**config.mk**
```make
export PLATFORM = sky130hd
export DESIGN_NAME = spi_adc_responder
export DESIGN_NICKNAME = d
export VERILOG_FILES = /design/src/rtl/spi_adc_responder.sv
export SDC_FILE = /design/constraint.sdc
export NUM_CORES = 1
export LEC_CHECK = 0
export BUFFER_PORTS_ARGS = -buffer_cell sky130_fd_sc_hd__buf_2
export CORE_MARGIN = 8
export CORE_UTILIZATION = 35
export DETAILED_ROUTE_END_ITERATION = 10
export HOLD_SLACK_MARGIN = 0.12
export PLACE_DENSITY = 0.51
export SLEW_MARGIN = 0
export SYNTH_ARGS = -nofsm -noshare
export SYNTH_HDL_FRONTEND = slang
export SYNTH_SLANG_ARGS = --single-unit
```
**constraint.sdc**
```tcl
create_clock -name i_clk -period 1.7 [get_ports i_clk]
set_input_delay 0.085 -clock i_clk [delete_from_list [all_inputs] [get_ports i_clk]]
set_output_delay 0.085 -clock i_clk [all_outputs]
set_load 0.02 [all_outputs]
```
**src/rtl/spi_adc_responder.sv**
```systemverilog
// spi_adc_responder: SPI responder that emulates a 12-bit ADC for loopback and self-test.
// Ports:
//   i_clk, i_reset        system clock, synchronous active-high reset
//   i_sck, i_cs, i_mosi   asynchronous SPI lines from the master (CS active-low)
//   o_miso                responder data, MSB first, changes on SCK falling edges
//   i_sample_data/valid   one-deep holding register write port, o_sample_ready = empty
//   o_busy                frame in progress
//   o_frame_done/o_rx_valid  1-cycle pulse on a complete frame, o_rx_data = captured MOSI word
//   o_underrun            1-cycle pulse when a frame starts with the holding register empty
//   o_short_frame         1-cycle pulse when CS rises before FRAME_LEN rising edges
// Optional feature macro SPI_RESP_PATTERN_EN: on underrun send last_sent+1 (test ramp)
// instead of repeating last_sent.
module spi_adc_responder #(
    parameter int DATA_W     = 12,
    parameter int LEAD_ZEROS = 4,
    parameter int FRAME_LEN  = DATA_W + LEAD_ZEROS
) (
    input  logic                 i_clk,
    input  logic                 i_reset,
    input  logic                 i_sck,
    input  logic                 i_cs,
    input  logic                 i_mosi,
    output logic                 o_miso,
    input  logic [DATA_W-1:0]    i_sample_data,
    input  logic                 i_sample_valid,
    output logic                 o_sample_ready,
    output logic                 o_busy,
    output logic                 o_frame_done,
    output logic [FRAME_LEN-1:0] o_rx_data,
    output logic                 o_rx_valid,
    output logic                 o_underrun,
    output logic                 o_short_frame
);
    localparam int CNT_W = $clog2(FRAME_LEN + 1);
    typedef enum logic [1:0] {IDLE, ACTIVE, OVER} state_t;
    state_t r_state, w_next;
    // [0] first sync stage, [1] second stage, [2] delayed copy for edge detection
    logic [2:0] r_sck_sync, r_cs_sync;
    logic [1:0] r_mosi_sync;
    // Marks when the second sync stage holds a real pin sample rather than its reset value
    logic [1:0] r_flush;
    logic r_armed;
    logic [FRAME_LEN-1:0] r_tx_sh, r_rx_sh, r_rx_data;
    logic [CNT_W-1:0] r_cnt;
    logic [DATA_W-1:0] r_word, r_last, r_hold;
    logic r_hold_full, r_frame_done, r_short, r_underrun;
    logic w_sck_rise, w_sck_fall, w_cs_fall, w_cs_rise, w_start, w_end, w_rx_edge, w_wr;
    logic [DATA_W-1:0] w_under_word, w_word;
    assign w_sck_rise = r_sck_sync[1] & ~r_sck_sync[2];
    assign w_sck_fall = ~r_sck_sync[1] & r_sck_sync[2];
    assign w_cs_fall  = ~r_cs_sync[1] & r_cs_sync[2];
    assign w_cs_rise  = r_cs_sync[1] & ~r_cs_sync[2];
    assign w_start    = (r_state == IDLE) & w_cs_fall & r_armed;
    assign w_end      = (r_state != IDLE) & w_cs_rise;
    assign w_rx_edge  = (r_state == ACTIVE) & w_sck_rise;
    assign w_wr       = i_sample_valid & ~r_hold_full;
`ifdef SPI_RESP_PATTERN_EN
    assign w_under_word = r_last + DATA_W'(1);
`else
    assign w_under_word = r_last;
`endif
    assign w_word = r_hold_full ? r_hold : w_under_word;
    assign o_miso         = (r_state == ACTIVE) & r_tx_sh[FRAME_LEN-1];
    assign o_busy         = r_state != IDLE;
    assign o_sample_ready = ~r_hold_full;
    assign o_frame_done   = r_frame_done;
    assign o_rx_valid     = r_frame_done;
    assign o_rx_data      = r_rx_data;
    assign o_underrun     = r_underrun;
    assign o_short_frame  = r_short;
    always_ff @(posedge i_clk) begin
        if (i_reset) r_state <= IDLE;
        else r_state <= w_next;
    end
    always_comb begin
        w_next = r_state;
        if (w_start) w_next = ACTIVE;
        else if (w_end) w_next = IDLE;
        else if (w_rx_edge && r_cnt == CNT_W'(FRAME_LEN - 1)) w_next = OVER;
    end
    always_ff @(posedge i_clk) begin
        if (i_reset) begin
            r_sck_sync   <= '0;
            r_cs_sync    <= '1;
            r_mosi_sync  <= '0;
            r_flush      <= '0;
            r_armed      <= 1'b0;
            r_tx_sh      <= '0;
            r_rx_sh      <= '0;
            r_rx_data    <= '0;
            r_cnt        <= '0;
            r_word       <= '0;
            r_last       <= '0;
            r_hold       <= '0;
            r_hold_full  <= 1'b0;
            r_frame_done <= 1'b0;
            r_short      <= 1'b0;
            r_underrun   <= 1'b0;
        end else begin
            r_sck_sync   <= {r_sck_sync[1:0], i_sck};
            r_cs_sync    <= {r_cs_sync[1:0], i_cs};
            r_mosi_sync  <= {r_mosi_sync[0], i_mosi};
            r_flush      <= {r_flush[0], 1'b1};
            r_armed      <= r_armed | (r_flush[1] & r_cs_sync[1]);
            r_frame_done <= 1'b0;
            r_short      <= 1'b0;
            r_underrun   <= 1'b0;
            if (w_start) begin
                r_tx_sh    <= {{LEAD_ZEROS{1'b0}}, w_word};
                r_word     <= w_word;
                r_underrun <= ~r_hold_full;
                r_rx_sh    <= '0;
                r_cnt      <= '0;
            end else if (w_end) begin
                if (r_cnt == CNT_W'(FRAME_LEN)) begin
                    r_rx_data    <= r_rx_sh;
                    r_frame_done <= 1'b1;
                end else begin
                    r_short <= 1'b1;
                end
                r_last <= r_word;
                r_cnt  <= '0;
            end else if (r_state == ACTIVE) begin
                if (w_sck_rise) begin
                    r_rx_sh <= {r_rx_sh[FRAME_LEN-2:0], r_mosi_sync[1]};
                    r_cnt   <= r_cnt + 1'b1;
                end
                if (w_sck_fall) r_tx_sh <= r_tx_sh << 1;
            end
            // A write coinciding with a frame start lands in the register for the next frame
            r_hold_full <= (r_hold_full & ~w_start) | w_wr;
            if (w_wr) r_hold <= i_sample_data;
        end
    end
endmodule

```
==> results of run 1 <==
worst paths after layout:
path	end	from	cells after the start	slack, ps
worst max-delay path	o_busy	r_state[0]	5	110
worst min-delay path	r_tx_sh[0]	i_reset	4	200
worst max register to register	r_word[7]	r_state[0]	4	110
worst min register to register	r_cs_sync[1]	r_cs_sync[0]	1	410
metrics by stage:
stage / std cells / hold slack [ps] / instance area, µm² / total power [mW] / setup WS (ps)
6_report: 684 / 204.7 / 5245 / 5.167 / 107.6
3_5_place_dp: 653 / 275.6 / 4747 / 2.891 / 28.98
3_3_place_gp: 653 / 275.6 / 4747 / 2.886 / 86.38
4_1_cts: 684 / 205.4 / 5241 / 5.231 / 9.593
2_1_floorplan: 486 / 188.8 / 4258 / 2.779 / 135.4
5_1_grt: 684 / 223.4 / 5245 / 5.347 / 0.6765
routing by layer:
| metal | track usage, % | up-vias | routed length (µm) |
|---|---|---|---|
| met5 | 0 | - | 0 |
| met4 | 5.166 | 0 | 165 |
| met3 | 3.100 | 11 | 426 |
| met2 | 23.43 | 82 | 5028 |
| met1 | 16.13 | 1755 | 4978 |
| li1 | - | 1849 | - |
power by group through the flow:
| stage | sequential (mW) | clock (mW) | combinational, mW |
|---|---|---|---|
| floorplan | 2.60 | 0 | 0.183 |
| global placement | 2.60 | 0 | 0.282 |
| detailed placement | 2.60 | 0 | 0.287 |
| CTS | 2.55 | 2.37 | 0.314 |
| global route | 2.55 | 2.45 | 0.345 |
| finish | 2.55 | 2.31 | 0.315 |
worst min-delay path, delay by kind of cell:
family | cells | cell delay, ps
AOI/OAI and AO/OA | 1 | 60
buffers and inverters | 2 | 230
and+or+nand+nor | 1 | 120
sequential cells by signal, summed over array words and instances (netlist names):
signal / count
o_frame_done: 1
o_rx_data: 16
o_short_frame: 1
o_underrun: 1
r_armed: 1
r_cnt: 5
r_cs_sync: 3
r_flush: 2
r_hold: 12
r_hold_full: 1
r_last: 12
r_mosi_sync: 2
r_rx_sh: 16
r_sck_sync: 3
r_state: 2
r_tx_sh: 16
r_word: 12
area by class of cell:
type | instances | area (µm²)
inverter | 10 | 37.54
tap | 147 | 183.9
clock buffer | 12 | 266.5
fill | 1211 | 6716
clock inverter | 4 | 72.57
multi-input combinational | 319 | 1929
sequential | 106 | 2122
timing repair buffer | 86 | 633.1
synthesized netlist by cell type (all sizes together) (2+ instances only):
| master | instances |
|---|---|
| dfxtp | 106 |
| nand4 | 17 |
| a211oi | 2 |
| nor2 | 16 |
| ha | 3 |
| o21ai | 49 |
| nand2b | 2 |
| a21oi | 76 |
| nor4bb | 2 |
| nand2 | 25 |
| nor4 | 2 |
| clkbuf | 35 |
| a31oi | 11 |
| mux2 | 12 |
| nor2b | 8 |
| nand4bb | 3 |
| nand3 | 45 |
| o31ai | 27 |
| or2 | 3 |
| nor3 | 4 |
| inv | 10 |
| buf | 16 |
| or3 | 2 |
repair_timing:
action                                 in CTS  in global routing
setup endpoints to repair                   1                 16
resized for setup                           1                  1
hold buffers                               15                  0
endpoints found under the hold margin      15                  0
cell families after synthesis:
| logic type | share of synthesized area (%) |
|---|---|
| DFF | 49.84 |
| muxes | 3.409 |
| AOI/OAI and AO/OA | 22.95 |
| adders and majority gates | 0.8817 |
| buffers and inverters | 5.848 |
| and+or+nand+nor | 16.87 |
| xor gates and xnor gates | 0.2057 |
==> results.md, run 1 <==
- H-tree depth: 3
- Critical Path Fanout Max: 13
- Setup TNS Final: 0 ps
- Most frequently used flop master after synthesis: dfxtp_1
- CP max stage delay: between 300 and 400 ps
- Worst Skew: slightly below 7 ps
- Starting Density: between 30 and 40%
- Pwr dens: 985.1 mW/mm²
- Max_slew headroom: 65.39%
- Final wirelength: between 10000 and 15000 µm
- Number of synthesized flops with an enable pin: 0
- Post-DRT Antenna Nets: 0
- Share of cells above drive strength 1: between 20% and 30%
- Ant. Diodes: 0
- Area delta synth->final: 23.19%
- Max VDD drop: ~0.45 mV
- GRT Overall Usage: 13.59%
- Worst Hold Class: input pin to flip-flop
- Detailed-route via count: approximately 3700
- Buffers & Inverters on Critical Path: 4
- Clk sinks: 106
- CTS root buffer: clkbuf_16
- Area share of the largest cell type after synthesis: between 40% and 50%
- Synth area leader: dfxtp_1
- Die Y: around 130 µm
- Leak: between 1.5 and 2 nW
- RSZ-0062 raised after global routing: no
- Syn Inst Count: just under 500
- Clock power share: about 45%
- Final nets: roughly 550
- Most frequent CP cell: buf_4
- Syn Nets: approximately 510
- Drt via density: between 5 and 6
- Status: finished, final reports clean
- Largest net degree at the start of global routing: between 60 and 70
- Flop pwr share: between 40 and 50%
- Critical path class: flip-flop to output port
- Avg WL per Cell: ~15 µm
- # port buffers: 40
- Most common cell after layout, fill and taps aside: dfxtp_1
- Commonest non-fill, non-tap cells in the layout: dfxtp_1, a21oi_1, o21ai_0, nand3_1, buf_2
- Switch share: about a fifth
- FP Rows: 40
- GRT overflow: 0
- Detailed Route Iter0 Violations: roughly 310
- Sw power: 1.102 mW
- CTS tree: done
- Yosys warns: 0
- Crit-path slowest cell: dfxtp_1
- Num ports: 41
- Post-CTS Setup Bufs: 0
- Final setup viols: 0
- Number of distinct library cells after synthesis: 38
- Cell internal pwr: 4.065 mW
- Final Hold Viols: 0
- Routability congestion estimate from global placement: approximately 0.82
- Crit start category: flip-flop
- CP endpoint kind: output port
- DRC violations left: 0
- Vias in the first global route: roughly 3600
- Combinational share of power: under 10%
- Ys async rst share: 0%
- Actual slew at the worst max-slew pin: ~520 ps
- Hpwl dp: between 6000 and 7000 µm
- Post-Syn Area: between 0.004 and 0.005 mm²
- Core area: 0.01196 mm²
- Sequential cell area fraction in the yosys report: roughly half
- Initial antenna violation count: 0
- Fin. max-slew vios: 0
- Critical path's top delay family: buffers and inverters
- Syn Area/Cell: between 8 and 9 µm²
- Period utilization: 93.67%
- TritonCTS Buffers: 9
- Main area contributors after synthesis: dfxtp_1, a21oi_1, o21ai_0
- Global-route wire length before repair: 17790 µm
- Max cap viols: 0
- Drt pass-1 iters: 4
- Worst Path Required: about 1600 ps
- Horiz. Die Dim: about 130 µm
- Maximum clock rate: between 600 and 700 MHz
- Sequence of cells on the critical path: buf_4 -> nor2_4 -> inv_1 -> buf_4 -> buf_2
- Worst Path Arrival: around 1500 ps
- Tmin final: approximately 1600 ps
- Clock Path Buffers: 2
- Insertion delay to the later sink of the worst-skew pair: 340 ps
- Die area: approximately 0.016 mm²
- Final Util: a little over two fifths
- #FFs+latches synth: 106
- Worst-path clk slew: about 70 ps
Note: power is estimated with default switching activity, not from simulation.
==> inputs of run 2 (changes only) <==
GPL_ROUTABILITY_DRIVEN = 0   (was unset)
RECOVER_POWER = 100   (was unset)
==> results.md, run 2 (synthesis gave the netlist of run 1 again) <==
- Worst Path Required: just under 2000 ps
- Critical Path Fanout Max: 9
- Num ports: 41
- Final wirelength: between 10000 and 15000 µm
- Post-DRT Antenna Nets: 0
- Pre-CTS WS: between 20 and 30 ps
- Maximum clock rate: slightly above 600 MHz
- Pwr dens: approximately 1000 mW/mm²
- TritonCTS Buffers: 9
- GR peak layer: met2
- Global Route met2 Usage: about a quarter
- Grt met1 use: between 10% and 20%
- Status: finished, final reports clean
- Worst Path Arrival: 1850 ps
- CTS root buffer: clkbuf_16
- Hold_ws: 200.8 ps
- Hpwl dp: 6720 µm
- Fillers: around 1200
- Setup TNS Final: 0 ps
- Critical path class: flip-flop to flip-flop
- GRT Overall Usage: about 14%
- Area delta synth->final: 21.86%
- Worst Skew: between 6 and 7 ps
- Initial antenna violation count: 0
- Detailed Route Iter0 Violations: 288
- H-tree depth: 3
- Horiz. Die Dim: 126.3 µm
- FF-to-FF path depth: 4
- Crit start category: flip-flop
- Final setup viols: 0
- Max VDD drop: between 0.4 and 0.5 mV
- Max_slew headroom: between 40% and 50%
- # port buffers: 40
- FP Rows: 40
- Reg-to-Reg Start: r_state[0]
- Fin. max-slew vios: 0
- Leak: ~1.8 nW
- Register area: 0.002122 mm²
- Max cap viols: 0
- Tmin final: around 1600 ps
- Largest net degree at the start of global routing: around 60
- Die area: about 0.016 mm²
- Critical Path Sink: r_word[9]
- RSZ-0062 raised after global routing: no
- Drt via density: around 5.4
- Clock Path Buffers: 2
- Final Hold Viols: 0
- Clk sinks: 106
- Ant. Diodes: 0
- Final nets: roughly 550
- Worst Hold Class: input pin to flip-flop
- Core area: ~0.012 mm²
- Met3 Resource Use GR: under 10%
- Vias in the first global route: 3595
- Most common cell after layout, fill and taps aside: dfxtp_1
- RR Endpoint: r_word[9]
- Commonest non-fill, non-tap cells in the layout: dfxtp_1, a21oi_1, o21ai_0, nand3_1
- Detailed-route via count: 3688
- Multi-input gate area: roughly 0.0019 mm²
- CP endpoint kind: flip-flop
- Period utilization: a little over nine tenths
- Actual slew at the worst max-slew pin: between 700 and 800 ps
- Drt pass-1 iters: 4
- Share of cells above drive strength 1: 16.95%
- Starting Density: 35.60%
- Avg WL per Cell: about 16 µm
- Die Y: 126.3 µm
- DRC violations left: 0
- Insertion delay to the later sink of the worst-skew pair: 340 ps
- Global-route wire length before repair: between 15000 and 20000 µm
- Non-Filler Instances: about 680
- Worst-path clk slew: ~70 ps
- Post-CTS Setup Bufs: 0
- Reg2reg setup slack: around 74 ps
- CTS tree: done
- Setup ws final: about 74 ps
- Placed insts: ~650
- GRT overflow: 0
- CP Launch Point: r_state[0]
run 2: worst min-delay path by stage:
stage | to | slack [ps] | depth (start not counted) | start
after global routing | r_tx_sh[2] | 220 | 4 | i_reset
final | r_word[2] | 200 | 4 | i_reset
after CTS | r_armed | 210 | 3 | i_reset
after detailed placement | r_cs_sync[0] | 280 | 2 | i_cs
after floorplan | r_cs_sync[0] | 190 | 1 | i_cs
after global placement | r_cs_sync[0] | 280 | 2 | i_cs
run 2: power breakdown:
group / internal (mW) / total (mW) / switching [mW]
registers: 2.52 / 2.55 / 0.0224
logic: 0.126 / 0.307 / 0.181
clock network: 1.41 / 2.31 / 0.901
run 2: critical path, stage by stage (launching register included):
cell     delay [ps]
dfxtp_1         310
or4b_4          580
buf_4           220
o31ai_1         310
nor2_1           90
run 2: repair_timing:
item / 4_1_cts / 5_1_grt
hold buffers: 15 / 0
gates cloned: 0 / 0
endpoints found under the setup margin: 1 / 16
hold endpoints to repair: 15 / 0
gates resized for setup: 1 / 1
run 2: area by class of cell:
class                           instances  area share (%)
Inverter                               10          0.7234
Tap cell                              147           3.545
Timing Repair Buffer                   86           11.26
Clock buffer                           12           5.136
Clock inverter                          4           1.399
Multi-Input combinational cell        319           37.04
Sequential cell                       106           40.90
run 2: layer usage:
layer | share of wire (%) | routed length, µm | vias up
li1 | - | - | 1854
met4 | 1.4 | 148 | 0
met3 | 4.2 | 448 | 8
met1 | 45 | 4817 | 1750
met2 | 49 | 5187 | 76
met5 | 0 | 0 | -
run 2: per-stage QoR:
step           util [%]  power [mW]  instance area [µm²]
2_1_floorplan         -       2.779                 4258
3_3_place_gp      39.69       2.886                 4747
3_5_place_dp      39.69       2.891                 4747
4_1_cts           43.82       5.231                 5241
5_1_grt           43.38       5.339                 5189
6_report          43.38       5.164                 5189
